==> src/rtl/shift_engine.sv <==
// Multi-cycle N-bit shifter: logical, arithmetic or rotate, one bit per clock for amt cycles.
// Latency amt+1 edges from start to done. New requests are ignored while busy.
module shift_engine #(
    parameter int N  = 8,
    parameter int AW = 4
) (
    input  logic          ck,
    input  logic          rn,
    input  logic          load,
    input  logic [N-1:0]  pinp,
    input  logic          start,
    input  logic          dir,
    input  logic [1:0]    mode,
    input  logic [AW-1:0] amt,
    input  logic          linp,
    input  logic          rinp,
    output logic [N-1:0]  out,
    output logic          sout,
    output logic          busy,
    output logic          done
);

    typedef enum logic {IDLE, RUN} state_t;

    state_t        r_state;
    logic [AW-1:0] r_cnt;
    logic          r_dir;
    logic [1:0]    r_mode;
    logic [N-1:0]  r_out;
    logic          r_sout;
    logic          r_busy;
    logic          r_done;

    logic [N-1:0]  w_next;
    logic          w_bit;
    logic          w_last;

    // One single-bit step of the captured operation; reserved mode 11 falls into the logical case.
    always_comb begin
        w_next = r_out;
        w_bit  = 1'b0;
        if (r_dir) begin
            w_bit = r_out[0];
            case (r_mode)
                2'b01:   w_next = {r_out[N-1], r_out[N-1:1]};
                2'b10:   w_next = {r_out[0], r_out[N-1:1]};
                default: w_next = {linp, r_out[N-1:1]};
            endcase
        end else begin
            w_bit = r_out[N-1];
            case (r_mode)
                2'b01:   w_next = {r_out[N-2:0], 1'b0};
                2'b10:   w_next = {r_out[N-2:0], r_out[N-1]};
                default: w_next = {r_out[N-2:0], rinp};
            endcase
        end
    end

    assign w_last = (r_cnt == {{(AW-1){1'b0}}, 1'b1});

    always_ff @(posedge ck) begin
        if (!rn) begin
            r_state <= IDLE;
            r_cnt   <= '0;
            r_dir   <= 1'b0;
            r_mode  <= 2'b00;
            r_out   <= '0;
            r_sout  <= 1'b0;
            r_busy  <= 1'b0;
            r_done  <= 1'b0;
        end else begin
            r_done <= 1'b0;
            case (r_state)
                IDLE: begin
                    if (load) begin
                        r_out <= pinp;
                    end else if (start) begin
                        if (amt == '0) begin
                            r_done <= 1'b1;
                        end else begin
                            r_dir   <= dir;
                            r_mode  <= mode;
                            r_cnt   <= amt;
                            r_busy  <= 1'b1;
                            r_state <= RUN;
                        end
                    end
                end
                RUN: begin
                    r_out  <= w_next;
                    r_sout <= w_bit;
                    r_cnt  <= r_cnt - 1'b1;
                    if (w_last) begin
                        r_busy  <= 1'b0;
                        r_done  <= 1'b1;
                        r_state <= IDLE;
                    end
                end
                default: r_state <= IDLE;
            endcase
        end
    end

    assign out  = r_out;
    assign sout = r_sout;
    assign busy = r_busy;
    assign done = r_done;

endmodule
==> config.mk <==
export PLATFORM = sky130hd
export DESIGN_NAME = shift_engine
export DESIGN_NICKNAME = d
export VERILOG_FILES = /design/src/rtl/shift_engine.sv
export SDC_FILE = /design/constraint.sdc
export NUM_CORES = 1
export LEC_CHECK = 0
export CELL_PAD_IN_SITES_DETAIL_PLACEMENT = 1
export CELL_PAD_IN_SITES_GLOBAL_PLACEMENT = 2
export CORE_UTILIZATION = 29
export DETAILED_ROUTE_END_ITERATION = 10
export PLACE_DENSITY = 0.87
export SETUP_SLACK_MARGIN = 0.15
export SLEW_MARGIN = 20
export SYNTH_ARGS = -nofsm -noshare
export SYNTH_HDL_FRONTEND = slang
export SYNTH_SLANG_ARGS = --single-unit
==> constraint.sdc <==
create_clock -name ck -period 3.1 [get_ports ck]
set_input_delay 0.62 -clock ck [delete_from_list [all_inputs] [get_ports ck]]
set_output_delay 0.62 -clock ck [all_outputs]
set_load 0.01 [all_outputs]
After elaboration in Yosys (flattened, before gate mapping)
Cells that the tools add are included.
Storage, ports and cells
  register bits after elaboration: 19
Cells by class
  equality and inequality tests: 9
  reduce and logical (&&, ||, !) cells: 5
  add/subtract/negate cells: 1
  bitwise operators: 3
  mux-type cells: 25
Operators by type and width (count)
  8-bit one-hot mux with 2 select lines: 2
  8-bit two-way mux: 2
  1-bit two-way mux: 13
  4-bit two-way mux: 3
  2-bit inequality test, second input constant: 4
  1-bit one-hot mux with 2 select lines: 4
  4-bit one-hot mux with 2 select lines: 1
  4-bit AND reduction: 2
  4-bit by 1-bit equality test with 1-bit output, second input constant: 1
  4-bit zero test: 1
  4-bit by 1-bit subtractor with 4-bit output, second input constant: 1
  3-bit inequality test, second input constant: 1
  1-bit inverter: 3
  3-bit AND reduction: 1
  2-bit by 1-bit equality test with 1-bit output, second input constant: 1
  2-bit equality test, second input constant: 1
  2-bit by 1-bit inequality test with 1-bit output, second input constant: 1
  2-bit AND reduction: 1

Depth between registers and ports, before layout
Gate-level depths: netlist of the first run.
  depth in word-level cells: 5
  mapped depth: 5

Worst setup path after synthesis of the first run
No wires, ideal clock.
  kind: input-to-reg
  from: input port amt[2]
  to: register r_state
  buffers on the path: 0
  arrival: 1.333 ns
  data required time: 2.986 ns
  stages on the path: 3
  slack: 1.653 ns
  path through: or4_4 a21oi_1 nor2_1
Between the ends
  longest elaborated chain between the ends: 5
Ends and longest elaborated chain
  start, declared: line 14  | input logic [AW-1:0] amt,
  4-bit zero test: line 78  | if (amt == '0) begin
  1-bit two-way mux: line 78
  1-bit two-way mux: line 77  | end else if (start) begin
  1-bit two-way mux: line 75  | if (load) begin
  1-bit one-hot mux with 2 select lines: line 73  | case (r_state)
  end signal, assigned: line 85  | r_state <= RUN;
  end signal, assigned: line 96  | r_state <= IDLE;
  end signal, assigned: line 99  | default: r_state <= IDLE;
  end, declared: line 25  | state_t r_state;
No other way between the ends.
A chain may end at the register's enable or synchronous reset.

Worst setup path in the final report of the first run
  from: input port load
  to: register r_mode[1]
Between the ends
  longest elaborated chain between the ends: 2
Ends and longest elaborated chain
  start, declared: line 9  | input logic load,
  1-bit inverter (no line)
  4-bit AND reduction (no line)
  end signal, assigned: line 82  | r_mode <= mode;
  end, declared: line 28  | logic [1:0] r_mode;
No other way between the ends.

==> results of run 1 <==
==> Yosys cell counts, drive strengths merged <==
cell / n / area (um^2)
nand2: 5 / 18.8
nor4: 2 / 27.5
mux2i: 10 / 100
o211ai: 1 / 7.51
nor3b: 2 / 20.0
nor2: 6 / 22.5
dfxtp: 19 / 380
or3b: 1 / 8.76
inv: 7 / 26.3
o21a: 1 / 7.51
o31ai: 2 / 15.0
a211oi: 14 / 110
nand4bb: 1 / 11.3
or4: 1 / 11.3
o221a: 1 / 11.3
buf: 7 / 41.3
o31a: 1 / 8.76
a31oi: 2 / 12.5
nor2b: 6 / 37.5
o21ai: 5 / 25.0
nand3b: 1 / 7.51
nand3: 4 / 20.0
ha: 4 / 50.1
xor2: 1 / 8.76
a221oi: 2 / 23.8
a21oi: 11 / 55.1
nand2b: 1 / 6.26
o211a: 1 / 10.0
==> stage by stage <==
step	std cells	utilization, %	hold WS [ns]
floorplan	119	-	0.467
global placement	189	40.7	0.453
detailed placement	189	40.7	0.480
CTS	193	42.0	0.502
global route	193	42.0	0.524
finish	193	42.0	0.488
==> area by class of cell <==
type	instances	area, um^2	area share, %
Sequential cell	19	380	26.1
Inverter	7	26.3	1.80
Tap cell	46	57.6	3.95
Clock buffer	4	45.0	3.09
Timing Repair Buffer	31	310	21.3
Multi-Input combinational cell	86	637	43.7
==> registers in the layout, indices dropped and copies added (netlist names) <==
name / flops
r_dir: 1
busy: 1
sout: 1
r_mode: 2
r_state: 1
r_cnt: 4
out: 8
done: 1
==> worst register-to-register path: stages (launching register included) <==
cell and delay [ns]:
dfxtp_1 0.75, inv_1 0.44, a221oi_1 0.38, o21a_1 0.19
==> report_power, final <==
part	internal (uW)	leakage (uW)	switching [uW]
logic	81.8	0.000340	63.6
clock network	91.5	0.0000228	86.5
registers	264	0.000157	29.2
total	438	0.000519	179
==> worst paths after layout <==
| kind | from | end | cells after the start |
|---|---|---|---|
| hold / removal | busy | busy | 2 |
| setup reg to reg | r_state | out[0] | 3 |
| hold reg to reg | busy | busy | 2 |
| setup / recovery | load | r_mode[1] | 4 |
==> routing by layer <==
layer	share of wire, %	global-route usage [%]
met1	49	20.5
met2	46	27.2
met5	0	0
met3	2.8	2.72
met4	2.0	7.85
==> kinds of logic after synthesis <==
logic type               Yosys count
buffers and inverters             14
AND/OR/NAND/NOR                   30
adder cells (fa/ha/maj)            4
flip-flops                        19
AO/OA/AOI/OAI                     41
XOR/XNOR                           1
multiplexers                      10
==> results.cfg, run 1 <==
[timing]
max_freq_mhz = 474
hold_viol = 0
tightestPinTransition_ns = 0.698
setup_tns_ns = 0
setup_viol = 0
finalCriticalPeriod_ns = 2.11
rsz0062_at_grt = no
final.period_utilization_pct = 68.1
maxSlewViolCount = 0
finalWorstSetupSlack_ns = 0.990
skew_ns = 0.00281
slew_headroom_pct = 53.4

[setup_path]
reg2reg_setup_slack_ns = 1.29
cp_max_fo = 13
slowest_stage = clkdlybuf4s50_1
cpPeakStageDelay_ns = 0.74
crit_chain = clkdlybuf4s50_1 -> or3b_1 -> o21ai_0 -> a21oi_1
arrival_ns = 2.23
cp_top_family = buffers and inverters
critPathRequiredTime_ns = 3.22
path_buf_inv = 1
path_class = in2reg
worst_setup_path_end_kind = flop
start_kind = input port

[clock_network]
cts-root-buf = clkbuf_8
numClockSinks = 19
tritoncts = yes
cts_buffer_depth = 2
cts_resized = 0
numCtsBuffers = 3
postCtsSetupRepairBufs = 0
cts_htree_levels = 1
clk_pin_slew_worst_paths_ns = 0.07
insertion_delay_ns = 0.26
cts_hold_buf = 0

[grt]
grt_pass1_vias = 1068
grt_pass1_wl_mm = 5.13
antenna_found_initial = 0
grt_usage_pct = 16.4
grt-ovfl-total = 0
grt_max_degree = 20

[yosys]
post_synth_num_cell_types = 35
synth_area_um2 = 1080
syn_nets = 144
synth_xor_area_share_pct = 0.807
synth-simple-area-share_pct = 17.6
synthMuxAreaShare_pct = 9.23
postSynthCellCount = 119
yosysSeqAreaShare_pct = 35.1
synth_top_family_by_area = compound AO/OA/AOI/OAI gates
synth_fa_ha_area_share_pct = 4.61
synth_compound_area_share_pct = 26.4
syn_area_per_cell_um2 = 9.12
yosys_register_bits = 19
ys_warn_count = 0

[floorplanning]
rows = 21
initial_core_util_pct = 31.3
fp.dieW_um = 63.2
dieArea_um2 = 3990
dieHeight_um = 63.2
io_pins = 32
core-area_um2 = 3470

[flow_run]
drv_cap = 0

[routing]
vias = 1005
avgRoutedWirePerCell_um = 15.9
ant_nets = 0
drt_iter0_drc = 45
drc = 0
vias_per_cell = 5.21
drt-pass1-iter-count = 4
routed_wl_mm = 3.06

[power]
finalPower_uw = 617
powerDensity_nw_per_um2 = 424
p_leak_uw = 0.000519
irDropWorstVdd_mv = 0.138

[cells_and_area]
layout_commonest_cell = clkdlybuf4s50_1
fin_area_um2 = 1460
drive_gt1_share_pct = 6.12
syn_to_final_growth_pct = 34.3
final_net_count = 173
fillers = 406
final_cell_mix = clkdlybuf4s50_1 (31), dfxtp_1 (19), a211oi_1 (13)
diodes = 0

[placed_design]
dp_hpwl_mm = 2.18
gp_congestion = 0.796
placed_area_um2 = 1410
dp_slack_ns = 0.747
io_buffers = 31

[worst_hold_path]
hold_class = reg2reg

[run_status]
outcome = completed
Note: power is estimated with default switching activity, not from simulation.
==> run 2: changes to the inputs <==
--- a/config.mk
+++ b/config.mk
@@ -7,9 +7,9 @@
 export LEC_CHECK = 0
 export CELL_PAD_IN_SITES_DETAIL_PLACEMENT = 1
 export CELL_PAD_IN_SITES_GLOBAL_PLACEMENT = 2
-export CORE_UTILIZATION = 29
+export CORE_UTILIZATION = 27
 export DETAILED_ROUTE_END_ITERATION = 10
-export PLACE_DENSITY = 0.87
+export PLACE_DENSITY = 0.82
 export SETUP_SLACK_MARGIN = 0.15
 export SLEW_MARGIN = 20
 export SYNTH_ARGS = -nofsm -noshare
==> constraint.sdc (replaced) <==
create_clock -name ck -period 2 [get_ports ck]
set_input_delay 0.4 -clock ck [delete_from_list [all_inputs] [get_ports ck]]
set_output_delay 0.4 -clock ck [all_outputs]
set_load 0.01 [all_outputs]
==> results.cfg, run 2 (synthesis gave the netlist of run 1 again) <==
[run_status]
outcome = completed

[timing]
tightestPinTransition_ns = 0.526
finalWorstSetupSlack_ns = 0.336
finalCriticalPeriod_ns = 1.66
rsz0062_at_grt = no
max_freq_mhz = 601
maxSlewViolCount = 0
hold_viol = 0
setup_viol = 0
setup_tns_ns = 0
timing.hold.ws_ns = 0.508
final.period_utilization_pct = 83.2
skew_ns = 0.00974
slew_headroom_pct = 64.9

[placed_design]
dp_hpwl_mm = 2.35
placed_cells = 197
gp_congestion = 0.792
io_buffers = 31
dp_slack_ns = 0.0990

[cells_and_area]
fin_cells = 201
syn_to_final_growth_pct = 38.6
final_cell_mix = clkdlybuf4s50_1 (31), dfxtp_1 (19), a211oi_1 (13)
fillers = 450
diodes = 0
final_net_count = 179
layout_commonest_cell = clkdlybuf4s50_1
drive_gt1_share_pct = 9.80
largest_reg_flops = 8

[setup_path]
rr_startpoint = r_state
r2r_cells = 4
start_kind = flop
critPathRequiredTime_ns = 1.60
cp_max_fo = 5
worst_setup_path_end_kind = output pin
reg2reg_setup_slack_ns = 0.53
arrival_ns = 1.26
path_buf_inv = 1
cp_top_family = buffers and inverters
r2r_end = r_mode[1]
crit_chain = clkdlybuf4s50_1
path_class = reg2out
slowest_stage = clkdlybuf4s50_1
cpPeakStageDelay_ns = 0.58

[floorplanning]
rows = 22
io_pins = 32
initial_core_util_pct = 29.0
dieArea_um2 = 4280
fp.dieW_um = 65.4
dieHeight_um = 65.4
core-area_um2 = 3740

[worst_hold_path]
hold_class = reg2reg
whs_endpoint = sout
min_from = sout
whs_path_depth = 2

[routing]
drc = 0
drt-pass1-iter-count = 4
vias_per_cell = 5.15
routed_wl_mm = 3.22
avgRoutedWirePerCell_um = 16.0
drt_iter0_drc = 21
ant_nets = 0
vias = 1035

[grt]
grt_max_degree = 20
grt_pass1_wl_mm = 5.46
grt_pass1_vias = 1116
antenna_found_initial = 0
grt-ovfl-total = 0
grt_usage_pct = 16.7

[clock_network]
cts_resized = 0
tritoncts = yes
cts_hold_buf = 0
cts_buffer_depth = 2
clk_pin_slew_worst_paths_ns = 0.08
postCtsSetupRepairBufs = 0
cts_htree_levels = 1
insertion_delay_ns = 0.26
cts-root-buf = clkbuf_8
numCtsBuffers = 3
numClockSinks = 19

[power]
powerDensity_nw_per_um2 = 645
p_leak_uw = 0.000549
irDropWorstVdd_mv = 0.224
finalPower_uw = 970

[flow_run]
drv_cap = 0
## run 2: power breakdown
group | switching, uW | internal, uW | leakage [uW]
Clock | 134 | 142 | 0.0000228
Sequential | 38.1 | 410 | 0.000157
Combinational | 111 | 136 | 0.000369
Total | 283 | 687 | 0.000549
## run 2: worst max path at each step
stage                     startpoint        end  cells past startpoint
after floorplan               amt[2]    r_state                      3
after global placement        amt[2]  r_mode[1]                      4
after detailed placement      amt[2]   r_cnt[1]                      4
after CTS                     out[7]     out[7]                      1
after global routing          amt[2]   r_cnt[1]                      4
final                         out[7]     out[7]                      1
## run 2: layout make-up
cell class                      count  area [um^2]  share of cell area (%)
Multi-Input combinational cell     86          637                    42.3
Sequential cell                    19          380                    25.3
Timing Repair Buffer               37          355                    23.6
Tap cell                           48         60.1                    3.99
Clock buffer                        4         45.0                    3.00
Inverter                            7         26.3                    1.75
## run 2: per-layer routing
layer | vias up | share of wire, % | global-route usage [%]
li1 | 511 | - | -
met1 | 506 | 51 | 22.9
met2 | 18 | 47 | 26.5
met3 | 0 | 2.5 | 2.43
met4 | 0 | 0 | 5.71
met5 | - | 0 | 0
## run 2: through the flow
step	area (um^2)	utilization (%)
after CTS	1500	40.2
after detailed placement	1460	39.0
final	1500	40.2
after global routing	1500	40.2
after global placement	1460	39.0
after floorplan	1080	-
